<file path="src/rtl/hilo_muldiv_if.sv">
// EX-stage handshake between the ID/EX register and the HI/LO multiply/divide unit.
// The pipeline side is the master; the unit is the slave.
interface hilo_muldiv_if;
    logic        ID_EXE_MulDivEn;
    logic [5:0]  ID_EXE_Func;
    logic [31:0] ID_EXE_Rs;
    logic [31:0] ID_EXE_Rt;
    logic        MulDivStall;
    logic [31:0] HiLoOut;
    logic        MulDivBusy;
    logic        DivByZero;

    modport master (
        output ID_EXE_MulDivEn,
        output ID_EXE_Func,
        output ID_EXE_Rs,
        output ID_EXE_Rt,
        input  MulDivStall,
        input  HiLoOut,
        input  MulDivBusy,
        input  DivByZero
    );

    modport slave (
        input  ID_EXE_MulDivEn,
        input  ID_EXE_Func,
        input  ID_EXE_Rs,
        input  ID_EXE_Rt,
        output MulDivStall,
        output HiLoOut,
        output MulDivBusy,
        output DivByZero
    );
endinterface

</file>
<file path="src/rtl/hilo_muldiv_unit.sv">
// Iterative HI/LO multiply/divide unit: 32-step shift-add multiply and
// restoring divide, with mfhi/mflo/mthi/mtlo handled in a single cycle.
module hilo_muldiv_unit (
    input logic          clk,
    input logic          rst_n,
    hilo_muldiv_if.slave bus
);
    typedef enum logic [1:0] {
        S_IDLE,
        S_MUL,
        S_DIV,
        S_DONE
    } state_t;

    localparam logic [5:0] F_MFHI  = 6'h10;
    localparam logic [5:0] F_MTHI  = 6'h11;
    localparam logic [5:0] F_MFLO  = 6'h12;
    localparam logic [5:0] F_MTLO  = 6'h13;
    localparam logic [5:0] F_MULT  = 6'h18;
    localparam logic [5:0] F_MULTU = 6'h19;
    localparam logic [5:0] F_DIV   = 6'h1A;
    localparam logic [5:0] F_DIVU  = 6'h1B;

    state_t      r_state;
    state_t      w_next;
    logic [31:0] r_hi;
    logic [31:0] r_lo;
    logic [5:0]  r_cnt;
    logic [63:0] r_work;
    logic [31:0] r_opb;
    logic [31:0] r_rs;
    logic        r_neg_res;
    logic        r_neg_rem;
    logic        r_dbz;

    logic        w_en;
    logic [5:0]  w_fn;
    logic        w_op_mul;
    logic        w_op_div;
    logic        w_start;
    logic        w_signed;
    logic        w_a_neg;
    logic        w_b_neg;
    logic [31:0] w_a_mag;
    logic [31:0] w_b_mag;
    logic        w_last;

    logic [32:0] w_mul_sum;
    logic [63:0] w_mul_next;
    logic [63:0] w_prod;
    logic [32:0] w_div_trial;
    logic [63:0] w_div_next;
    logic [31:0] w_quo;
    logic [31:0] w_rem;

    assign w_en     = bus.ID_EXE_MulDivEn;
    assign w_fn     = bus.ID_EXE_Func;
    assign w_op_mul = w_en && (w_fn == F_MULT || w_fn == F_MULTU);
    assign w_op_div = w_en && (w_fn == F_DIV || w_fn == F_DIVU);
    assign w_start  = w_op_mul || w_op_div;
    // mult and div have an even funct; the unsigned variants are odd
    assign w_signed = ~w_fn[0];
    assign w_a_neg  = w_signed & bus.ID_EXE_Rs[31];
    assign w_b_neg  = w_signed & bus.ID_EXE_Rt[31];
    assign w_a_mag  = w_a_neg ? -bus.ID_EXE_Rs : bus.ID_EXE_Rs;
    assign w_b_mag  = w_b_neg ? -bus.ID_EXE_Rt : bus.ID_EXE_Rt;
    assign w_last   = (r_cnt == 6'd31);

    // r_work holds {accumulator, multiplier} when multiplying
    assign w_mul_sum  = {1'b0, r_work[63:32]}
                      + (r_work[0] ? {1'b0, r_opb} : 33'd0);
    assign w_mul_next = {w_mul_sum, r_work[31:1]};
    assign w_prod     = r_neg_res ? -w_mul_next : w_mul_next;

    // r_work holds {partial remainder, dividend/quotient} when dividing
    assign w_div_trial = {r_work[63:32], r_work[31]} - {1'b0, r_opb};
    assign w_div_next  = w_div_trial[32]
                       ? {r_work[62:0], 1'b0}
                       : {w_div_trial[31:0], r_work[30:0], 1'b1};
    assign w_quo = r_neg_res ? -w_div_next[31:0] : w_div_next[31:0];
    assign w_rem = r_neg_rem ? -w_div_next[63:32] : w_div_next[63:32];

    always_ff @(posedge clk) begin
        if (!rst_n) begin
            r_state <= S_IDLE;
        end else begin
            r_state <= w_next;
        end
    end

    always_comb begin
        w_next          = r_state;
        bus.MulDivStall = 1'b0;
        bus.MulDivBusy  = 1'b0;
        bus.DivByZero   = 1'b0;
        bus.HiLoOut     = 32'd0;
        unique case (r_state)
            S_IDLE: begin
                bus.MulDivStall = w_start;
                if (w_op_mul) begin
                    w_next = S_MUL;
                end else if (w_op_div) begin
                    w_next = S_DIV;
                end
                if (w_en && w_fn == F_MFHI) begin
                    bus.HiLoOut = r_hi;
                end else if (w_en && w_fn == F_MFLO) begin
                    bus.HiLoOut = r_lo;
                end
            end
            S_MUL, S_DIV: begin
                bus.MulDivStall = 1'b1;
                bus.MulDivBusy  = 1'b1;
                if (w_last) begin
                    w_next = S_DONE;
                end
            end
            S_DONE: begin
                bus.DivByZero = r_dbz;
                w_next        = S_IDLE;
            end
            default: w_next = S_IDLE;
        endcase
        // an in-flight op must not hold the pipeline while reset is asserted
        if (!rst_n) begin
            bus.MulDivStall = 1'b0;
            bus.MulDivBusy  = 1'b0;
            bus.DivByZero   = 1'b0;
        end
    end

    always_ff @(posedge clk) begin
        if (!rst_n) begin
            r_hi      <= 32'd0;
            r_lo      <= 32'd0;
            r_cnt     <= 6'd0;
            r_work    <= 64'd0;
            r_opb     <= 32'd0;
            r_rs      <= 32'd0;
            r_neg_res <= 1'b0;
            r_neg_rem <= 1'b0;
            r_dbz     <= 1'b0;
        end else begin
            unique case (r_state)
                S_IDLE: begin
                    if (w_start) begin
                        r_work    <= {32'd0, w_a_mag};
                        r_opb     <= w_b_mag;
                        r_rs      <= bus.ID_EXE_Rs;
                        r_cnt     <= 6'd0;
                        r_neg_res <= w_a_neg ^ w_b_neg;
                        r_neg_rem <= w_a_neg;
                        r_dbz     <= w_op_div && (bus.ID_EXE_Rt == 32'd0);
                    end else if (w_en && w_fn == F_MTHI) begin
                        r_hi <= bus.ID_EXE_Rs;
                    end else if (w_en && w_fn == F_MTLO) begin
                        r_lo <= bus.ID_EXE_Rs;
                    end
                end
                S_MUL: begin
                    r_work <= w_mul_next;
                    r_cnt  <= r_cnt + 6'd1;
                    if (w_last) begin
                        r_hi <= w_prod[63:32];
                        r_lo <= w_prod[31:0];
                    end
                end
                S_DIV: begin
                    r_work <= w_div_next;
                    r_cnt  <= r_cnt + 6'd1;
                    if (w_last) begin
                        if (r_dbz) begin
                            r_hi <= r_rs;
                            r_lo <= 32'hFFFF_FFFF;
                        end else begin
                            r_hi <= w_rem;
                            r_lo <= w_quo;
                        end
                    end
                end
                S_DONE: begin
                    r_cnt <= r_cnt;
                end
                default: begin
                    r_cnt <= 6'd0;
                end
            endcase
        end
    end
endmodule

</file>
<file path="src/flat_wrapper.sv">
// flat-port wrapper written by rule: the top's interface ports become plain ports
module hilo_muldiv_unit_flat 
  (clk, rst_n, bus_ID_EXE_MulDivEn, bus_ID_EXE_Func, bus_ID_EXE_Rs, bus_ID_EXE_Rt, bus_MulDivStall, bus_HiLoOut, bus_MulDivBusy, bus_DivByZero);
  hilo_muldiv_if bus_i ();
  input logic clk;
  input logic rst_n;
  input wire logic [$bits(bus_i.ID_EXE_MulDivEn)-1:0] bus_ID_EXE_MulDivEn;
  input wire logic [$bits(bus_i.ID_EXE_Func)-1:0] bus_ID_EXE_Func;
  input wire logic [$bits(bus_i.ID_EXE_Rs)-1:0] bus_ID_EXE_Rs;
  input wire logic [$bits(bus_i.ID_EXE_Rt)-1:0] bus_ID_EXE_Rt;
  output wire logic [$bits(bus_i.MulDivStall)-1:0] bus_MulDivStall;
  output wire logic [$bits(bus_i.HiLoOut)-1:0] bus_HiLoOut;
  output wire logic [$bits(bus_i.MulDivBusy)-1:0] bus_MulDivBusy;
  output wire logic [$bits(bus_i.DivByZero)-1:0] bus_DivByZero;
  assign bus_i.ID_EXE_MulDivEn = bus_ID_EXE_MulDivEn;
  assign bus_i.ID_EXE_Func = bus_ID_EXE_Func;
  assign bus_i.ID_EXE_Rs = bus_ID_EXE_Rs;
  assign bus_i.ID_EXE_Rt = bus_ID_EXE_Rt;
  assign bus_MulDivStall = bus_i.MulDivStall;
  assign bus_HiLoOut = bus_i.HiLoOut;
  assign bus_MulDivBusy = bus_i.MulDivBusy;
  assign bus_DivByZero = bus_i.DivByZero;
  hilo_muldiv_unit u_core (.clk(clk), .rst_n(rst_n), .bus(bus_i));
endmodule
</file>
<file path="config.mk">
export PLATFORM = sky130hd
export DESIGN_NAME = hilo_muldiv_unit_flat
export DESIGN_NICKNAME = d
export VERILOG_FILES = /design/src/rtl/hilo_muldiv_if.sv /design/src/rtl/hilo_muldiv_unit.sv /design/src/flat_wrapper.sv
export SDC_FILE = /design/constraint.sdc
export NUM_CORES = 1
export LEC_CHECK = 0
export ABC_AREA = 1
export CORE_ASPECT_RATIO = 0.7
export CORE_MARGIN = 2
export CORE_UTILIZATION = 30
export DETAILED_ROUTE_END_ITERATION = 16
export GPL_TIMING_DRIVEN = 0
export MAX_ROUTING_LAYER = met4
export PLACE_DENSITY = 0.43
export SYNTH_ARGS = -nofsm -noshare
export SYNTH_HDL_FRONTEND = slang
export SYNTH_SLANG_ARGS = --single-unit
</file>
<file path="constraint.sdc">
create_clock -name clk -period 10.48 [get_ports clk]
set_input_delay 1.572 -clock clk [delete_from_list [all_inputs] [get_ports clk]]
set_output_delay 1.572 -clock clk [all_outputs]
set_load 0.05 [all_outputs]
</file>
==> summary.md <==
| Metric | Value |
|---|---|
| Nets@finish | `between 4000 and 5000` |
| Setup ws final | `3.48 ns` |
| Worst Setup Start Kind | `register` |
| Uppermost layer routed | `met4` |
| Area share of the largest cell type after synthesis | `0.199` |
| Post-Syn Area | `20900 sq um` |
| Clk pwr share | `0.150` |
| Input/output buffers | `106` |
| CTS tree | `done` |
| Seq cells post-synth | `203` |
| DRT antenna net count | `0` |
| Fin Clk Skew | `between 0.03 and 0.04 ns` |
| Iteration-0 DRC Markers | `4226` |
| Switch share | `0.617` |
| Synth Instances | `3791` |
| Total Wirelength | `137 mm` |
| Via count | `27052` |
| Vias in the first global route | `23848` |
| Post-CTS Setup Bufs | `0` |
| Share of cells above drive strength 1 | `0.0304` |
| Main synth FF type | `dfxtp_1` |
| Met1 WL | `roughly 70 mm` |
| RePlAce Congestion | `about 1.0` |
| Met2 wire len | `approximately 46 mm` |
| Clock root buffer | `clkbuf_16` |
| Worst skew pair latency | `0.62 ns` |
| Critical path arrival | `roughly 7.5 ns` |
| Critical path required time | `10.99 ns` |
| Routed wire per std cell | `between 20 and 30 microns` |
| Setup-failing EPs final | `0` |
| Syn_nets | `around 3900` |
| Max_cap viols | `2` |
| Status | `complete, but fails checks` |
| CTS clock-pin slew for the worst setup and hold paths | `0.06 ns` |
| Non-filler instance count after layout | `4851` |
| Cell Count Post-Placement | `between 4000 and 5000` |
| Worst setup path category | `reg -> reg` |
| Fmax | `143 MHz` |
| Fillcell total | `8025` |
| Fin. max-slew vios | `4` |
| Ys Warns | `0` |
| Largest cells by area after synthesis | `nand2_1, dfxtp_1, inv_1` |
| Post-synth EDFFs | `0` |
| Area occupied by multi-input gates | `14200 sq um` |
| GRT Util Overall | `0.382` |
| Hold/Removal Path Class | `reg -> reg` |
| Overflow after GRT | `0` |
| Synth async-reset ratio | `0` |
| Vias per inst | `5.58` |
| Cell taking the most area after synthesis | `nand2_1` |
| Drt drc | `0` |
| Post-CTS Resized | `0` |
| CTS buffer count | `25` |
| DP Wirelength | `~120 mm` |
| H-Tree Depth | `1` |
| Drt pass-1 iters | `8` |
| Commonest non-fill, non-tap cells in the layout | `nand2_1, inv_1, nor2_1` |
| Most common cell after layout, fill and taps aside | `nand2_1` |
| Gate power share | `0.693` |
| Final Hold Viols | `0` |
| Power Dens Cells | `280 nW/um^2` |
| P_leak | `11.4 nW` |
| Initial antenna violation count | `11` |
| Maximum root-to-sink buffer count | `3` |
| Die footprint | `approximately 72000 sq um` |
| Violated checks | `capacitance limit, slew limit` |
| Pre-CTS worst setup slack | `between 4 and 5 ns` |
| Final core utilization | `0.350` |
| Hold_buf cts | `0` |
| P_sw | `4.15 mW` |
| Row count | `80` |
| Unrepaired setup endpoints after global routing | `no` |
| Io pins | `108` |
| Fin crit period | `between 6 and 7 ns` |
| Relative max-transition margin | `-0.0752` |
| Post-route setup TNS | `0 ns` |
| VDD IR max | `273 uV` |
| Metal3 WL | `20.2 mm` |
| Unique cell type count in the Yosys netlist | `60` |
| Reg area | `4060 sq um` |
| Die Height | `225 microns` |
| Tcrit/Tclk final | `0.668` |
| Sink Count | `203` |
| Synthesized area per cell | `5.52 sq um` |
| Initial Utilization | `0.305` |
| Largest net degree at the start of global routing | `14` |
| Internal | `2.57 mW` |
| Layout area overhead | `14.8%` |
| Std-Cell Core Area | `68600 sq um` |
| Seq pwr share | `0.158` |
| Actual slew at the worst max-slew pin | `around 1.6 ns` |
| Worst Path Max Fanout | `10` |
| Worst setup EP type | `register` |
| Die W | `320 microns` |
| Register area share after synthesis | `0.194` |
| Wire length of the first global-routing pass | `188 mm` |
==> power groups by stage <==
stage | registers [mW] | logic [mW] | clock network [mW]
2_1_floorplan | 0.986 | 2.64 | 0
3_3_place_gp | 1.06 | 4.43 | 0
3_5_place_dp | 1.06 | 4.41 | 0
4_1_cts | 1.05 | 4.42 | 1.01
5_1_grt | 1.07 | 4.93 | 1.03
6_report | 1.06 | 4.66 | 1.01
==> worst paths after layout <==
| check | start | endpoint | slack, ns | cells after the start |
|---|---|---|---|---|
| min | u_core.r_lo[23] | u_core.r_lo[23] | 0.47 | 2 |
| max reg2reg | u_core.r_work[0] | u_core.r_hi[18] | 3.48 | 23 |
| max | u_core.r_work[0] | u_core.r_hi[18] | 3.48 | 23 |
| min reg2reg | u_core.r_lo[23] | u_core.r_lo[23] | 0.47 | 2 |
==> final cells by class <==
type | count | area share
Timing Repair Buffer | 108 | 0.0446
Multi-Input combinational cell | 2890 | 0.590
Inverter | 521 | 0.0814
Antenna cell | 5 | 0.000521
Tap cell | 902 | 0.0470
Sequential cell | 203 | 0.169
Buffer | 177 | 0.0307
Clock buffer | 37 | 0.0304
Clock inverter | 8 | 0.00646
==> kinds of logic (layout without fill, tap and decap cells) <==
logic type	after synthesis	count (layout)	synth area share
adders and majority gates	77	77	0.0468
and+or+nand+nor	1961	1961	0.390
DFF	203	203	0.194
buffers and inverters	698	851	0.129
other	0	5	0
xor gates and xnor gates	75	75	0.0314
AOI/OAI and AO/OA	777	777	0.209
==> through the flow <==
stage	hold slack, ns	instance area [sq um]	total power, mW
CTS	0.467	24000	6.48
global placement	0.458	23100	5.50
finish	0.468	24000	6.73
detailed placement	0.459	23100	5.47
floorplan	0.430	20900	3.62
global route	0.481	24000	7.03
==> cells in the mapped netlist, types with 8 or more instances <==
library cell  count
buf_1            12
nand2_2          20
ha_1             75
nor4_1           28
o221ai_1         10
o31ai_1          11
nor2_2           10
nand3b_1         10
a21oi_1         326
o22ai_1          42
o21ai_1           9
clkbuf_1        146
xnor2_1          26
dfxtp_1         203
a211oi_1         11
xor2_1           49
nand4_1          41
o21bai_1          8
nand2_1        1107
o21ai_0         249
inv_1           510
nor2_1          401
o211ai_1         38
nor3_1           83
a31oi_1          25
nand3_1         235
buf_2            11
==> layer usage <==
| layer | up-vias | global-route usage |
|---|---|---|
| li1 | 12614 | - |
| met3 | 80 | 0.156 |
| met1 | 12832 | 0.598 |
| met5 | - | - |
| met2 | 1526 | 0.443 |
| met4 | 0 | 0.0374 |
==> registers in the layout, indices dropped and copies added, names as in the netlist <==
name              flops
u_core.r_opb         32
u_core.r_work        64
u_core.r_neg_res      1
u_core.r_lo          32
u_core.r_hi          32
u_core.r_rs          32
u_core.r_dbz          1
u_core.r_state        2
u_core.r_cnt          6
u_core.r_neg_rem      1
==> critical path, stage by stage, from the launching register on <==
cell and delay, ns:
dfxtp_1 0.31, clkbuf_1 0.97, clkbuf_1 0.58, nand2_1 0.34
inv_1 0.15, ha_1 0.18, inv_1 0.06, fa_1 0.40
inv_1 0.07, nand3_1 0.06, nand2_1 0.21, a21oi_1 0.18
o21bai_1 0.50, xor2_1 0.62, nand2_1 0.27, nor2_1 0.73
nand2_1 0.11, nand2_1 0.23, o21ai_0 0.18, a21oi_1 0.17
o21ai_0 0.11, nand2_1 0.13, nand2_1 0.14, a21oi_1 0.16
No activity file was read; power rests on OpenSTA's default activity.
